$ cat src/rtl/csr_avmm_pkg.sv
// Shared types for the CSR Avalon-MM master: command/response records, FSM states, address alignment.
// Struct field widths follow CSR_DW/CSR_AW; the master's width parameters default to these.
package csr_avmm_pkg;

  localparam int unsigned CSR_DW  = 32;
  localparam int unsigned CSR_AW  = 16;
  localparam int unsigned CSR_BW  = CSR_DW / 8;
  localparam int unsigned CSR_LSB = $clog2(CSR_BW);

  typedef struct packed {
    logic              write;
    logic [CSR_AW-1:0] addr;
    logic [CSR_DW-1:0] wdata;
    logic [CSR_BW-1:0] byteen;
  } cmd_t;

  typedef struct packed {
    logic [CSR_DW-1:0] data;
    logic              err;
  } resp_t;

  typedef enum logic {
    IDLE  = 1'b0,
    ISSUE = 1'b1
  } state_e;

  function automatic logic [CSR_AW-1:0] word_align(input logic [CSR_AW-1:0] addr);
    return addr & ~CSR_AW'((1 << CSR_LSB) - 1);
  endfunction

endpackage

$ cat src/rtl/csr_resp_fifo.sv
// Synchronous response FIFO; the occupancy count feeds the master's read-credit check.
module csr_resp_fifo
  import csr_avmm_pkg::*;
#(
  parameter int unsigned DEPTH = 4,
  localparam int unsigned AW = $clog2(DEPTH),
  localparam int unsigned CW = AW + 1
) (
  input  logic          clk,
  input  logic          reset,
  input  logic          push,
  input  resp_t         push_data,
  input  logic          pop,
  output resp_t         head,
  output logic          empty,
  output logic [CW-1:0] count
);

  resp_t         mem_q [DEPTH];
  logic [AW-1:0] wr_ptr_q, wr_ptr_d;
  logic [AW-1:0] rd_ptr_q, rd_ptr_d;
  logic [CW-1:0] count_q, count_d;
  logic          do_push, do_pop;

  always_comb begin
    do_pop   = pop && (count_q != '0);
    do_push  = push && ((count_q != CW'(DEPTH)) || do_pop);
    wr_ptr_d = wr_ptr_q + AW'(do_push);
    rd_ptr_d = rd_ptr_q + AW'(do_pop);
    count_d  = count_q + CW'(do_push) - CW'(do_pop);
  end

  always_ff @(posedge clk) begin
    if (reset) begin
      wr_ptr_q <= '0;
      rd_ptr_q <= '0;
      count_q  <= '0;
    end else begin
      wr_ptr_q <= wr_ptr_d;
      rd_ptr_q <= rd_ptr_d;
      count_q  <= count_d;
    end
  end

  // Storage needs no reset: validity is tracked entirely by count_q.
  always_ff @(posedge clk) begin
    if (do_push) mem_q[wr_ptr_q] <= push_data;
  end

  assign head  = mem_q[rd_ptr_q];
  assign empty = (count_q == '0);
  assign count = count_q;

endmodule

$ cat src/rtl/csr_avmm_master.sv
// Avalon-MM CSR master: valid/ready commands in, in-order buffered read responses out.
// Optional read timeout with error responses: define CSR_AVMM_MASTER_TIMEOUT_EN.
module csr_avmm_master
  import csr_avmm_pkg::*;
#(
  parameter int unsigned DATA_WIDTH     = CSR_DW,
  parameter int unsigned ADDR_WIDTH     = CSR_AW,
  parameter int unsigned RESP_DEPTH     = 4,
  parameter int unsigned TIMEOUT_CYCLES = 1024
) (
  input  logic                    clk,
  input  logic                    reset,
  input  logic                    cmd_valid,
  output logic                    cmd_ready,
  input  logic                    cmd_write,
  input  logic [ADDR_WIDTH-1:0]   cmd_addr,
  input  logic [DATA_WIDTH-1:0]   cmd_wdata,
  input  logic [DATA_WIDTH/8-1:0] cmd_byteen,
  output logic                    resp_valid,
  input  logic                    resp_ready,
  output logic [DATA_WIDTH-1:0]   resp_data,
  output logic                    resp_err,
  output logic [ADDR_WIDTH-1:0]   avm_address,
  output logic                    avm_read,
  output logic                    avm_write,
  output logic [DATA_WIDTH-1:0]   avm_writedata,
  output logic [DATA_WIDTH/8-1:0] avm_byteenable,
  input  logic                    avm_waitrequest,
  input  logic [DATA_WIDTH-1:0]   avm_readdata,
  input  logic                    avm_readdatavalid,
  output logic                    busy
);

  localparam int unsigned CW = $clog2(RESP_DEPTH) + 1;

  state_e        state_q, state_d;
  cmd_t          cmd_q, cmd_d;
  logic [CW-1:0] outst_q, outst_d;
  logic          proto_err_q, proto_err_d;

  logic          fifo_push, fifo_empty;
  resp_t         fifo_wdata, fifo_head;
  logic [CW-1:0] fifo_count;
  logic [CW:0]   credit_used;
  logic          credit_ok, accept, issue_done;
  logic          rdv_take, rdv_stray, drop_take, to_fire;

`ifdef CSR_AVMM_MASTER_TIMEOUT_EN
  localparam int unsigned TW = $clog2(TIMEOUT_CYCLES + 1);

  logic [TW-1:0] to_cnt_q, to_cnt_d;
  logic [CW-1:0] drop_q, drop_d;

  // A timed-out read is retired early; its late data, if any, is swallowed via drop_q.
  always_comb begin
    drop_take = avm_readdatavalid && (drop_q != '0);
    to_fire   = (outst_q != '0) && !avm_readdatavalid && (to_cnt_q == TW'(TIMEOUT_CYCLES - 1));
    to_cnt_d  = (avm_readdatavalid || (outst_q == '0) || to_fire) ? '0 : to_cnt_q + TW'(1);
    drop_d    = drop_q + CW'(to_fire) - CW'(drop_take);
  end

  always_ff @(posedge clk) begin
    if (reset) begin
      to_cnt_q <= '0;
      drop_q   <= '0;
    end else begin
      to_cnt_q <= to_cnt_d;
      drop_q   <= drop_d;
    end
  end
`else
  always_comb begin
    drop_take = 1'b0;
    to_fire   = 1'b0;
  end
`endif

  always_comb begin
    credit_used = {1'b0, outst_q} + {1'b0, fifo_count};
    credit_ok   = credit_used < (CW + 1)'(RESP_DEPTH);
    cmd_ready   = !reset && (state_q == IDLE) && (cmd_write || credit_ok);
    accept      = cmd_valid && cmd_ready;
    issue_done  = (state_q == ISSUE) && !avm_waitrequest;

    rdv_take    = avm_readdatavalid && !drop_take && (outst_q != '0);
    rdv_stray   = avm_readdatavalid && !drop_take && (outst_q == '0);
    proto_err_d = proto_err_q | rdv_stray;

    fifo_push       = rdv_take || to_fire;
    fifo_wdata.data = to_fire ? '0 : avm_readdata;
    fifo_wdata.err  = to_fire;

    outst_d = outst_q + CW'(issue_done && !cmd_q.write) - CW'(rdv_take || to_fire);

    state_d = state_q;
    cmd_d   = cmd_q;
    case (state_q)
      IDLE: begin
        if (accept) begin
          state_d      = ISSUE;
          cmd_d.write  = cmd_write;
          cmd_d.addr   = word_align(cmd_addr);
          cmd_d.wdata  = cmd_wdata;
          cmd_d.byteen = cmd_write ? cmd_byteen : '1;
        end
      end
      ISSUE: begin
        if (issue_done) state_d = IDLE;
      end
      default: state_d = IDLE;
    endcase
  end

  always_ff @(posedge clk) begin
    if (reset) begin
      state_q     <= IDLE;
      cmd_q       <= '0;
      outst_q     <= '0;
      proto_err_q <= 1'b0;
    end else begin
      state_q     <= state_d;
      cmd_q       <= cmd_d;
      outst_q     <= outst_d;
      proto_err_q <= proto_err_d;
    end
  end

  csr_resp_fifo #(
    .DEPTH(RESP_DEPTH)
  ) u_resp_fifo (
    .clk      (clk),
    .reset    (reset),
    .push     (fifo_push),
    .push_data(fifo_wdata),
    .pop      (resp_ready),
    .head     (fifo_head),
    .empty    (fifo_empty),
    .count    (fifo_count)
  );

  assign avm_read       = (state_q == ISSUE) && !cmd_q.write;
  assign avm_write      = (state_q == ISSUE) && cmd_q.write;
  assign avm_address    = cmd_q.addr;
  assign avm_writedata  = cmd_q.wdata;
  assign avm_byteenable = cmd_q.byteen;

  assign resp_valid = !fifo_empty;
  assign resp_data  = fifo_head.data;
  assign resp_err   = !fifo_empty && fifo_head.err;
  assign busy       = (state_q == ISSUE) || (outst_q != '0) || !fifo_empty;

  a_no_stray_readdatavalid: assert property (@(posedge clk) disable iff (reset) !proto_err_q);

endmodule

$ cat config.mk
export PLATFORM = sky130hd
export DESIGN_NAME = csr_avmm_master
export DESIGN_NICKNAME = d
export VERILOG_FILES = /design/src/rtl/csr_avmm_pkg.sv /design/src/rtl/csr_resp_fifo.sv /design/src/rtl/csr_avmm_master.sv
export SDC_FILE = /design/constraint.sdc
export NUM_CORES = 1
export LEC_CHECK = 0
export ABC_AREA = 1
export CORE_MARGIN = 2
export CORE_UTILIZATION = 55
export CTS_BUF_LIST = sky130_fd_sc_hd__clkbuf_4 sky130_fd_sc_hd__clkbuf_8
export CTS_CLUSTER_DIAMETER = 30
export CTS_CLUSTER_SIZE = 10
export DETAILED_ROUTE_END_ITERATION = 7
export PLACE_DENSITY = 0.95
export SLEW_MARGIN = 10
export SYNTH_ARGS = -nofsm -noshare
export SYNTH_HDL_FRONTEND = slang
export SYNTH_SLANG_ARGS = --single-unit
$ cat constraint.sdc
create_clock -name clk -period 9.65 [get_ports clk]
set_input_delay 1.93 -clock clk [delete_from_list [all_inputs] [get_ports clk]]
set_output_delay 1.93 -clock clk [all_outputs]
set_load 0.005 [all_outputs]
Yosys cells after proc, flatten, opt, wreduce, memory -nomap -nowiden --
Memory sizes are Yosys's and may differ from the RTL's. A register that Yosys moved wholly into a read port is not among the register bits. Cells that the tools add are included.
Word-level totals: flip-flop bits (word level) 62, RAM bits 128, bits of input ports 91, output and inout bits 90, logic and storage cells 50, memories 1
Memory list:
- u_resp_fifo.mem_q | words 4, bits a word 32, rd ports 1, clocked after Yosys merged registers in 1, wr ports 1, RTL line csr_resp_fifo.sv:19 | resp_t mem_q [DEPTH];
Operators by class: $add $sub $neg 7, order comparisons 1, equal/unequal tests 1, muxes and demuxes 7, bitwise gates (word level) 1, reductions and logical operators 23
Operators by type and width (count):
- logical AND 1 bit | 10
- adder 3 x 1 -> 3 bit | 2
- nonzero test 3 bit | 2
- subtractor 3 x 1 -> 3 bit | 2
- adder 2 x 1 -> 2 bit | 2
- adder 3 x 3 -> 4 bit | 1
- logical NOT 1 bit | 4
- logical OR 1 bit | 4
- < comparator 4 x 3 -> 1 bit (second input constant) | 1
- 2-to-1 mux 1 bit | 4
- 2-to-1 mux 4 bit | 1
- logical NOT 3 bit | 1
- != test 3 bit (second input constant) | 1
- 2-to-1 mux 2 bit | 1
- case mux 1 bit (2 select lines) | 1
- AND reduction 2 bit | 1
- logical AND 1 bit (second input constant) | 1
- inverter 1 bit | 1

Logic depth before layout (Yosys ltp) --
Gate-level depths: netlist of the first run.
word-level depth 7, depth in mapped cells 12, mapped depth without buffers 12

Hierarchy --
A second synthesis of the first run with hierarchy kept.
Unflattened totals: cell total of the unflattened synthesis 853, area total of the unflattened synthesis 8520.7 sq um
By module, submodules not included:
- csr_resp_fifo | times used 1, cells an instance 437, area an instance 5760.5 sq um, seq. area each 4103.9 sq um
- csr_avmm_master | times used 1, cells an instance 416, area an instance 2760.1 sq um, seq. area each 1101.1 sq um

Least setup slack after synthesis of the first run --
Ideal clock, no wire load.
kind input to register, from input port avm_readdatavalid, to memory u_resp_fifo.mem_q[0][0] (netlist bit), enable pin, setup time 461 ps, arrival time 4438 ps, data required time 9189 ps, slack 4750 ps, stages on the path 4, buffers on the path 0, path through inv_1 > nor2_1 > o31ai_1 > nor3_1
On the way: word-level cells in the longest chain between the ends 4
RTL lines:
- start, declared | RTL line csr_avmm_master.sv:30 | input logic avm_readdatavalid,
- logical AND 1 bit | RTL line csr_avmm_master.sv:85 | rdv_take = avm_readdatavalid && !drop_take && (outst_q != '0);
- logical AND 1 bit | RTL line csr_resp_fifo.sv:27 | do_push = push && ((count_q != CW'(DEPTH)) || do_pop);
- 2-to-1 mux 1 bit | RTL line csr_resp_fifo.sv:47 | if (do_push) mem_q[wr_ptr_q] <= push_data;
- 2-to-1 mux 1 bit (not written as such) | RTL line csr_resp_fifo.sv:47
- end, declared | RTL line csr_resp_fifo.sv:19
No other way between the ends.

Final worst setup path of the first run --
from input port reset, to output port cmd_ready
On the way: word-level cells in the longest chain between the ends 3
RTL lines:
- start, declared | RTL line csr_avmm_master.sv:12 | input logic reset,
- logical NOT 1 bit | RTL line csr_avmm_master.sv:81 | cmd_ready = !reset && (state_q == IDLE) && (cmd_write || credit_ok);
- logical AND 1 bit (2 in series) | RTL line csr_avmm_master.sv:81
- end, declared | RTL line csr_avmm_master.sv:14 | output logic cmd_ready,
No other way between the ends.

==> results of run 1 <==
## metrics by stage
| stage | power, mW | hold WS (ns) | setup slack (ns) |
|---|---|---|---|
| 2_1_floorplan | 1.426 | 0.4538 | 4.750 |
| 3_3_place_gp | 1.708 | 0.4688 | 4.170 |
| 3_5_place_dp | 1.736 | 0.4835 | 4.163 |
| 4_1_cts | 2.220 | 0.4981 | 4.166 |
| 5_1_grt | 2.330 | 0.5411 | 4.061 |
| 6_report | 2.202 | 0.4982 | 4.182 |
## cells by family after synthesis
family	after synthesis	share of synthesized area (%)
simple gates	297	14.50
flops	190	65.13
other cells	1	0.04803
buf+inv	163	10.91
fa+ha+maj	9	1.635
xor+xnor	3	0.3366
compound gates	107	7.436
## report_power, final
group | total (mW) | internal [mW] | switching [mW]
registers | 1.04 | 0.993 | 0.0469
clock network | 0.487 | 0.191 | 0.296
logic | 0.674 | 0.333 | 0.341
total | 2.20 | 1.52 | 0.684
## registers in the layout, indices dropped and copies added (netlist names)
signal                flops
u_resp_fifo.rd_ptr_q      2
u_resp_fifo.wr_ptr_q      2
state_q                   1
outst_q                   3
u_resp_fifo.count         3
avm_writedata            32
avm_address              14
u_resp_fifo.mem_q       128
avm_byteenable            4
cmd_q                     1
## layer usage
layer  part of all wire [%]  track usage, %  up-vias
li1                       -               -     2672
met1                     39           23.79     2553
met2                     51           37.74      207
met3                    9.1           7.472       20
met4                    1.6           8.523        0
met5                      0               0        -
## final cells by class
cell class	count	share of cell area (%)
Clock inverter	15	1.477
Multi-Input combinational cell	419	19.70
Clock buffer	17	2.423
Inverter	74	2.876
Sequential cell	190	52.66
Tap cell	180	2.332
Timing Repair Buffer	180	18.53
## worst paths after layout
kind / from / end / slack (ns) / cells after the start
max: reset / cmd_ready / 4.18 / 4
min: cmd_q[52] / cmd_q[52] / 0.50 / 2
max reg2reg: u_resp_fifo.count[1] / u_resp_fifo.count[2] / 7.15 / 10
min reg2reg: cmd_q[52] / cmd_q[52] / 0.50 / 2
## worst max-delay path, delay by kind of cell
family / cells / cell delay (ns)
AND/OR/NAND/NOR: 1 / 0.25
AO/OA/AOI/OAI: 1 / 0.19
buffers and inverters: 2 / 1.16
## cells in the final DEF (no fill, tap or decap), types with 5 or more instances in the layout
cell                              netlist  final
sky130_fd_sc_hd__nor2_1               179    177
sky130_fd_sc_hd__clkdlybuf4s50_1        0    175
sky130_fd_sc_hd__edfxtp_1             128    128
sky130_fd_sc_hd__nand2_1              109    109
sky130_fd_sc_hd__inv_1                 72     72
sky130_fd_sc_hd__o21ai_0               67     67
sky130_fd_sc_hd__dfxtp_1               62     61
sky130_fd_sc_hd__o22ai_1               32     32
sky130_fd_sc_hd__clkbuf_8               0     17
sky130_fd_sc_hd__ha_1                   7      7
sky130_fd_sc_hd__a21oi_1                6      6
sky130_fd_sc_hd__buf_4                 53      5
==> load_flow_metrics.sql, run 1 <==
INSERT INTO impl_metrics (metric_group, metric, value, unit) VALUES
('clock_network', 'cts_tree', 'built', ''),
('drt', 'initial_drt_pass_iterations', '5', ''),
('floorplan', 'fp.dieW', '123.1', 'microns'),
('floorplan', 'chipHeight', '123.1', 'microns'),
('run', 'drv.max_cap_violation_count', '0', ''),
('placement', 'total_placed_instance_area', '9281', 'sq um'),
('clock_network', 'clkTransAtPathRegs', '0.09', 'ns'),
('critical_path', 'worst_path_max_delay_cell', 'sky130_fd_sc_hd__clkdlybuf4s50_1', ''),
('placement', 'placed_cells', '1043', ''),
('drt', 'post_drt_via_cell_ratio', '5.072', ''),
('clock_network', 'cts_setup_buffers', '0', ''),
('floorplan', 'floorplan.initialDensity', '56.25', '%'),
('synthesis', 'ys_warn_count', '0', ''),
('sta', 'drv_slew', '0', ''),
('placement', 'hpwl', '10190', 'microns'),
('clock_network', 'cts.root.buffer_cell', 'sky130_fd_sc_hd__clkbuf_8', ''),
('critical_path', 'worst_ep_arrival_time', '3.54', 'ns'),
('synthesis', 'synth.yosys.seq_area_share', '65.13', '%'),
('min_path', 'timing.hold.worst.class', 'reg -> reg', ''),
('critical_path', 'critical_path.startpoint_type', 'input pin', ''),
('critical_path', 'max_stage_delay', '0.63', 'ns'),
('clock_network', 'cts_buffers', '17', ''),
('clock_network', 'cts_hold_repair.buffers', '0', ''),
('floorplan', 'placementRows', '43', ''),
('synthesis', 'synth_commonest_cells', 'sky130_fd_sc_hd__nor2_1 (179), sky130_fd_sc_hd__edfxtp_1 (128), sky130_fd_sc_hd__nand2_1 (109), sky130_fd_sc_hd__inv_1 (72), sky130_fd_sc_hd__o21ai_0 (67)', ''),
('synthesis', 'synth_area_leaders', 'sky130_fd_sc_hd__edfxtp_1 (49%), sky130_fd_sc_hd__dfxtp_1 (16%), sky130_fd_sc_hd__nor2_1 (8.6%)', ''),
('synthesis', 'ys_dominant_reg_cell', 'sky130_fd_sc_hd__edfxtp_1', ''),
('sta', 'layout_worst_path_cycle_share', '56.66', '%'),
('drt', 'detail_route.iter0.violations', '450', ''),
('sta', 'finalHoldViolCount', '0', ''),
('clock_network', 'cts_repair_resize_count', '0', ''),
('finish', 'regArea', '5086', 'sq um'),
('critical_path', 'setup.worst_path.end_class', 'output port', ''),
('placement', 'gp_routability_congestion', '0.8043', ''),
('power_and_ir_drop', 'irDropWorstVdd', '0.1013', 'mV'),
('grt', 'grt_first_pass_wirelength', '24560', 'microns'),
('floorplan', 'design.die.area', '15160', 'sq um'),
('synthesis', 'synth_top_cell_by_area', 'sky130_fd_sc_hd__edfxtp_1', ''),
('finish', 'final_core_util', '69.58', '%'),
('finish', 'fillers', '958', ''),
('clock_network', 'cts_htree_levels', '4', ''),
('drt', 'drt_drc_violations_left', '0', ''),
('synthesis', 'fraction_of_synthesized_cell_area_taken_by_the_top_area_cell_type', '49.23', '%'),
('sta', 'fin_tns_setup', '0', 'ns'),
('critical_path', 'worst_path_required', '7.72', 'ns'),
('clock_network', 'cts_buffer_depth', '2', ''),
('drt', 'via_count', '5452', ''),
('finish', 'layout_cell_share_with_drive_strength_beyond_1', '4.916', '%'),
('power_and_ir_drop', 'power_density', '228.0', 'nW/um^2'),
('synthesis', 'ys_seq_elements', '190', ''),
('drt', 'totalWireLength', '16130', 'microns'),
('finish', 'multi_input_area', '1903', 'sq um'),
('sta', 'worst-slew-pin-transition', '1.094', 'ns'),
('finish', 'diodes', '0', ''),
('run_status', 'run_status', 'completed', ''),
('synthesis', 'synth_async_sr_flop_share', '0', '%'),
('synthesis', 'number_of_enable_flip_flop_cells_after_synthesis', '128', ''),
('critical_path', 'cp_max_fo', '11', ''),
('synthesis', 'ys_types', '24', ''),
('drt', 'wl_per_cell', '15.00', 'microns'),
('critical_path', 'cpMostUsedCell', 'sky130_fd_sc_hd__clkdlybuf4s50_1', ''),
('finish', 'fin_cells', '1075', ''),
('synthesis', 'syn-mean-instance-area', '10.14', 'sq um'),
('sta', 'rsz0062_at_grt', 'no', ''),
('grt', 'grt_antenna_before_repair', '0', ''),
('placement', 'numPortBuffers', '175', ''),
('grt', 'grt_max_degree', '77', ''),
('sta', 'worst_slew_margin_rel', '26.46', '%'),
('synthesis', 'synth_area', '7807', 'sq um'),
('synthesis', 'yosys.cell_count.top_type', 'sky130_fd_sc_hd__nor2_1', ''),
('clock_network', 'insertion_delay', '0.45', 'ns');
Note: power is estimated with default switching activity, not from simulation.
==> run 2, diff against run 1 <==
- CORE_UTILIZATION: 55 -> 47
- PLACE_DENSITY: 0.95 -> 0.89
- clock period: 9.65 -> 4.5 ns (I/O delays scaled with it)
==> run 2 against run 1 <==
Effect of this change:
- via count about the same
- clock skew decreased by 0.0038 ns
- setup slack worse by 3.2 ns
- cell area rose by 1.0%
- sequential share of layout area fell by 0.54 points
- critical path depth unchanged
- non-clock buffer count is 4 higher
- clock-buffer cell count is 1 higher
- sequential cell count is the same
- worst hold slack worse by 0.013 ns
- critical endpoint is now resp_data[31]
- largest power group unchanged
==> load_flow_metrics.sql, run 2 (synthesis gave the netlist of run 1 again) <==
INSERT INTO impl_metrics (metric_group, metric, value, unit) VALUES
('run_status', 'run_status', 'completed', ''),
('drt', 'detail_route.iter0.violations', '281', ''),
('clock_network', 'cts_buffers', '17', ''),
('clock_network', 'tritoncts_num_sinks', '190', ''),
('clock_network', 'cts_htree_levels', '4', ''),
('power_and_ir_drop', 'power_switching_share', '30.23', '%'),
('power_and_ir_drop', 'net-switching-power', '1.454', 'mW'),
('power_and_ir_drop', 'p_comb_share', '30.3', '%'),
('floorplan', 'floorplan.core_area', '16410', 'sq um'),
('critical_path', 'worst_path_max_delay_cell', 'sky130_fd_sc_hd__inv_1', ''),
('power_and_ir_drop', 'power_report.internal_total', '3.357', 'mW'),
('finish', 'post-route-cell-area', '9758', 'sq um'),
('floorplan', 'design.die.area', '17660', 'sq um'),
('power_and_ir_drop', 'totalPowerFinal', '4.812', 'mW'),
('clock_network', 'insertion_delay', '0.46', 'ns'),
('clock_network', 'clkTransAtPathRegs', '0.10', 'ns'),
('min_path', 'timing.hold.worst.class', 'reg -> reg', ''),
('clock_network', 'cts_hold_repair.buffers', '0', ''),
('sta', 'drv_slew', '0', ''),
('sta', 'maxClockFrequency', '284.4', 'MHz'),
('clock_network', 'cts_buffer_depth', '2', ''),
('drt', 'via_count', '5455', ''),
('finish', 'synthToLayoutAreaGrowth', '24.98', '%'),
('finish', 'layout_cell_share_with_drive_strength_beyond_1', '5.339', '%'),
('power_and_ir_drop', 'clkPwrFrac', '23.4', '%'),
('critical_path', 'critical_path.startpoint_type', 'flop', ''),
('critical_path', 'max_stage_delay', '0.76', 'ns'),
('sta', 'layout_setup_ws', '0.9842', 'ns'),
('clock_network', 'cts_setup_buffers', '0', ''),
('finish', 'final_common_cell', 'sky130_fd_sc_hd__nor2_1', ''),
('critical_path', 'cpLargestDelayFamily', 'buffers and inverters', ''),
('placement', 'gp_routability_congestion', '0.7587', ''),
('power_and_ir_drop', 'static-leakage-power', '3.809', 'nW'),
('power_and_ir_drop', 'seq_power_share', '46.3', '%'),
('clock_network', 'cts.root.buffer_cell', 'sky130_fd_sc_hd__clkbuf_8', ''),
('finish', 'diodes', '0', ''),
('critical_path', 'setup.worst_path.end_class', 'output port', ''),
('drt', 'drt_drc_violations_left', '0', ''),
('drt', 'post_drt_via_cell_ratio', '4.875', ''),
('sta', 'layout_worst_path_cycle_share', '78.13', '%'),
('sta', 'rsz0062_at_grt', 'no', ''),
('grt', 'grt_pass1_vias', '5517', ''),
('floorplan', 'chipHeight', '132.9', 'microns'),
('floorplan', 'io_pins', '181', ''),
('power_and_ir_drop', 'power_density', '493.1', 'nW/um^2'),
('clock_network', 'cts_tree', 'built', ''),
('placement', 'numPortBuffers', '175', ''),
('power_and_ir_drop', 'irDropWorstVdd', '0.2609', 'mV'),
('sta', 'min_cycle_time_layout', '3.516', 'ns'),
('critical_path', 'timing.setup.critical_path_class', 'reg -> out', ''),
('drt', 'wl_per_cell', '14.89', 'microns'),
('sta', 'worst_slew_margin_rel', '20.89', '%'),
('grt', 'grt_max_degree', '83', ''),
('finish', 'num-nets-final', '986', ''),
('sta', 'fin_tns_setup', '0', 'ns'),
('placement', 'total_placed_instance_area', '9361', 'sq um'),
('sta', 'clock_skew', '0.01081', 'ns'),
('grt', 'met2_usage', '33.36', '%'),
('critical_path', 'worst_ep_arrival_time', '2.62', 'ns'),
('drt', 'initial_drt_pass_iterations', '5', ''),
('critical_path', 'timing.critical_path.cells', 'inv_1 > o21ai_0 > o22ai_1 > clkdlybuf4s50_1', ''),
('sta', 'worst-slew-pin-transition', '1.177', 'ns'),
('grt', 'grt_usage', '19.41', '%'),
('floorplan', 'placementRows', '47', ''),
('critical_path', 'worst_path_required', '3.60', 'ns'),
('finish', 'layout.cells.most_common_list', 'sky130_fd_sc_hd__nor2_1 (177), sky130_fd_sc_hd__clkdlybuf4s50_1 (175), sky130_fd_sc_hd__edfxtp_1 (128)', ''),
('floorplan', 'floorplan.initialDensity', '47.59', '%'),
('critical_path', 'cp_max_fo', '33', ''),
('floorplan', 'fp.dieW', '132.9', 'microns'),
('sta', 'finalHoldViolCount', '0', ''),
('drt', 'postRouteAntennaNets', '0', ''),
('sta', 'setup-violations-final', '0', ''),
('clock_network', 'cts_repair_resize_count', '0', ''),
('run', 'drv.max_cap_violation_count', '0', ''),
('grt', 'grt_antenna_before_repair', '1', ''),
('drt', 'totalWireLength', '16660', 'microns'),
('placement', 'hpwl', '10410', 'microns'),
('grt', 'grt_most_used_layer', 'met2', ''),
('finish', 'registers.top_by_ff_count', 'u_resp_fifo.mem_q', ''),
('critical_path', 'buffering_stage_count_on_the_worst_path_with_inverters_included', '2', ''),
('grt', 'gr-usage-met1', '22.30', '%'),
('finish', 'largest_register_ff_count', '128', ''),
('finish', 'fillers', '1298', ''),
('grt', 'global_route.overflow_total', '0', ''),
('grt', 'grt_util_met3', '7.088', '%'),
('grt', 'grt_first_pass_wirelength', '26810', 'microns'),
('placement', 'detailedPlace.worstSlack', '0.9973', 'ns');
## run 2: per-layer routing
layer | vias to the layer above | wire, microns
met5 | - | 12
met4 | 2 | 210
met3 | 20 | 1533
met2 | 202 | 8213
met1 | 2551 | 6693
li1 | 2680 | -
## run 2: path summary, 6_finish.rpt
kind              cells after the start               startpoint  slack (ns)              endpoint
setup / recovery                      4  u_resp_fifo.rd_ptr_q[1]        0.98         resp_data[31]
hold / removal                        2                cmd_q[52]        0.49             cmd_q[52]
hold reg to reg                       2                cmd_q[52]        0.49             cmd_q[52]
setup reg to reg                     10     u_resp_fifo.count[1]        1.94  u_resp_fifo.count[2]
## run 2: layout make-up
type | count | area (sq um) | area share (%)
Timing Repair Buffer | 184 | 1819 | 18.64
Inverter | 74 | 277.8 | 2.847
Clock buffer | 18 | 241.5 | 2.475
Clock inverter | 14 | 155.1 | 1.590
Tap cell | 220 | 275.3 | 2.821
Multi-Input combinational cell | 419 | 1903 | 19.50
Sequential cell | 190 | 5086 | 52.12
## run 2: power by group through the flow
stage / clock network [mW] / registers [mW] / logic [mW]
2_1_floorplan: 0 / 2.25 / 0.808
3_3_place_gp: 0 / 2.25 / 1.42
3_5_place_dp: 0 / 2.27 / 1.46
4_1_cts: 1.16 / 2.23 / 1.47
5_1_grt: 1.22 / 2.25 / 1.63
6_report: 1.13 / 2.23 / 1.46
## run 2: worst min-delay path, cell delays in order, from the launching register on
cell and delay (ns):
sky130_fd_sc_hd__dfxtp_1 0.33, sky130_fd_sc_hd__nand2_1 0.06, sky130_fd_sc_hd__a21oi_1 0.05
## run 2: stage by stage
stage | hold WS, ns | std cells | util, %
after floorplan | 0.4538 | 772 | -
after global placement | 0.4658 | 1087 | 57.06
after detailed placement | 0.4672 | 1087 | 57.06
after CTS | 0.4841 | 1119 | 59.48
after global routing | 0.5136 | 1119 | 59.48
final | 0.4856 | 1119 | 59.48
==> run 3, diff against run 2 <==
- clock period: 4.5 -> 2.9 ns (I/O delays scaled with it)
==> run 3 against run 2 <==
Effect of this change:
- clock skew is essentially flat
- worst hold slack gained 0.017 ns
- final cell count increased by 0.45%
- clock power up 42%
- cell area rose by 0.94%
- first-iteration DRC count rose by 8.5%
- global-route usage down 0.14 points
- critical endpoint is now resp_data[24]
==> load_flow_metrics.sql, run 3 (synthesis gave the netlist of run 1 again) <==
INSERT INTO impl_metrics (metric_group, metric, value, unit) VALUES
('run_status', 'run_status', 'completed', ''),
('grt', 'grt_max_degree', '69', ''),
('placement', 'total_placed_instance_area', '9487', 'sq um'),
('finish', 'fin_cells', '1124', ''),
('critical_path', 'regToRegStartpoint', 'u_resp_fifo.count[1]', ''),
('critical_path', 'critical_path.startpoint_type', 'flop', ''),
('drt', 'route.met3.wl', '1408', 'microns'),
('placement', 'placed_cells', '1092', ''),
('drt', 'wl_per_cell', '14.79', 'microns'),
('drt', 'top_layer', 'met5', ''),
('clock_network', 'cts.root.buffer_cell', 'sky130_fd_sc_hd__clkbuf_8', ''),
('critical_path', 'timing.critical_path.from', 'u_resp_fifo.rd_ptr_q[0]', ''),
('drt', 'post_drt_via_cell_ratio', '4.841', ''),
('clock_network', 'cts_repair_resize_count', '1', ''),
('sta', 'finalHoldViolCount', '0', ''),
('sta', 'holdWs', '0.5028', 'ns'),
('sta', 'layout_setup_ws', '0.1363', 'ns'),
('critical_path', 'worst_ep_arrival_time', '2.18', 'ns'),
('power_and_ir_drop', 'power_density', '751.3', 'nW/um^2'),
('grt', 'grt_first_pass_wirelength', '26740', 'microns'),
('sta', 'worst_slew_margin_rel', '63.72', '%'),
('clock_network', 'cts_hold_repair.buffers', '0', ''),
('floorplan', 'design.die.area', '17660', 'sq um'),
('critical_path', 'worst_path_required', '2.32', 'ns'),
('grt', 'grt_antenna_before_repair', '1', ''),
('placement', 'hpwl', '10570', 'microns'),
('sta', 'min_cycle_time_layout', '2.764', 'ns'),
('drt', 'postRouteAntennaNets', '0', ''),
('sta', 'fin_tns_setup', '0', 'ns'),
('clock_network', 'insertion_delay', '0.45', 'ns'),
('critical_path', 'worst_r2r_setup_slack', '0.71', 'ns'),
('finish', 'largest_register_ff_count', '128', ''),
('drt', 'totalWireLength', '16620', 'microns'),
('critical_path', 'reg2regPathDepth', '12', ''),
('floorplan', 'floorplan.core_area', '16410', 'sq um'),
('clock_network', 'cts_buffers', '17', ''),
('power_and_ir_drop', 'static-leakage-power', '3.842', 'nW'),
('floorplan', 'floorplan.initialDensity', '47.59', '%'),
('sta', 'clock_skew', '0.01046', 'ns'),
('drt', 'detail_route.iter0.violations', '305', ''),
('clock_network', 'cts_setup_buffers', '0', ''),
('clock_network', 'cts_buffer_depth', '2', ''),
('critical_path', 'timing.critical_path.to', 'resp_data[24]', ''),
('floorplan', 'chipHeight', '132.9', 'microns'),
('grt', 'grt_usage', '19.27', '%'),
('clock_network', 'cts_htree_levels', '4', ''),
('sta', 'drv_slew', '0', ''),
('sta', 'worst-slew-pin-transition', '0.5442', 'ns'),
('finish', 'post-route-cell-area', '9849', 'sq um'),
('critical_path', 'rr_endpoint', 'u_resp_fifo.count[2]', ''),
('finish', 'layout.cells.most_common_list', 'sky130_fd_sc_hd__nor2_1 (177), sky130_fd_sc_hd__clkdlybuf4s50_1 (175), sky130_fd_sc_hd__edfxtp_1 (128)', ''),
('grt', 'global_route.overflow_total', '0', ''),
('grt', 'grt_pass1_vias', '5434', ''),
('drt', 'met1_length', '6660', 'microns'),
('floorplan', 'io_pins', '181', ''),
('finish', 'final_common_cell', 'sky130_fd_sc_hd__nor2_1', ''),
('finish', 'synthToLayoutAreaGrowth', '26.15', '%'),
('finish', 'diodes', '0', ''),
('drt', 'met2WireLength', '8389', 'microns'),
('placement', 'numPortBuffers', '175', ''),
('floorplan', 'fp.dieW', '132.9', 'microns'),
('critical_path', 'setup.worst_path.end_class', 'output port', ''),
('finish', 'registers.top_by_ff_count', 'u_resp_fifo.mem_q', ''),
('min_path', 'timing.hold.worst.class', 'reg -> reg', ''),
('floorplan', 'placementRows', '47', ''),
('drt', 'via_count', '5441', ''),
('clock_network', 'tritoncts_num_sinks', '190', ''),
('power_and_ir_drop', 'irDropWorstVdd', '0.4302', 'mV'),
('finish', 'final_core_util', '60.03', '%'),
('run', 'drv.max_cap_violation_count', '0', ''),
('sta', 'layout_worst_path_cycle_share', '95.30', '%'),
('clock_network', 'cts_tree', 'built', ''),
('critical_path', 'cp_max_fo', '68', ''),
('placement', 'gp_routability_congestion', '0.7719', ''),
('sta', 'setup-violations-final', '0', ''),
('finish', 'layout_cell_share_with_drive_strength_beyond_1', '5.863', '%'),
('placement', 'detailedPlace.worstSlack', '0.3094', 'ns'),
('sta', 'maxClockFrequency', '361.8', 'MHz'),
('finish', 'num-nets-final', '991', ''),
('critical_path', 'timing.setup.critical_path_class', 'reg -> out', ''),
('power_and_ir_drop', 'totalPowerFinal', '7.400', 'mW'),
('drt', 'initial_drt_pass_iterations', '7', ''),
('clock_network', 'clkTransAtPathRegs', '0.10', 'ns'),
('drt', 'drt_drc_violations_left', '0', ''),
('sta', 'rsz0062_at_grt', 'yes', '');
-- run 3: cell count changes in the layout (fill, tap and decap cells not counted), sizes merged --
cell,before,now
buf,9,14
bufinv,2,0
clkinv,4,6
inv,80,81
clkbuf,18,17
-- run 3: per-layer routing --
layer	up-vias	track usage (%)
li1	2691	-
met1	2559	21.75
met2	176	34.37
met5	-	0
met3	13	7.165
met4	2	5.137
-- run 3: how the worst min path moves through the flow --
| stage | startpoint | endpoint | slack [ns] | depth (start not counted) |
|---|---|---|---|---|
| after global routing | state_q | state_q | 0.51 | 2 |
| after global placement | cmd_q[52] | cmd_q[52] | 0.47 | 2 |
| after floorplan | cmd_q[52] | cmd_q[52] | 0.45 | 2 |
| after CTS | state_q | state_q | 0.50 | 2 |
| final | state_q | state_q | 0.50 | 2 |
| after detailed placement | state_q | state_q | 0.49 | 2 |
-- run 3: where the power goes --
part	switching [mW]	internal, mW
clock network	0.988	0.620
registers	0.154	3.30
logic	1.16	1.18
total	2.30	5.10
-- run 3: layout make-up --
cell class | instances | area [sq um]
inverters | 74 | 279.0
multi-input cells | 419 | 1903
flip-flops and latches | 190 | 5086
well taps | 220 | 275.3
repair buffers | 189 | 1948
clock buffers | 17 | 234.0
clock inverters | 15 | 123.9
fillers | 1311 | 6558
-- run 3: critical path: stages, from the launching register on --
cell                              delay [ns]
sky130_fd_sc_hd__dfxtp_2                0.35
sky130_fd_sc_hd__buf_6                  0.40
sky130_fd_sc_hd__o21ai_0                0.19
sky130_fd_sc_hd__o22ai_1                0.23
sky130_fd_sc_hd__clkdlybuf4s50_1        0.55
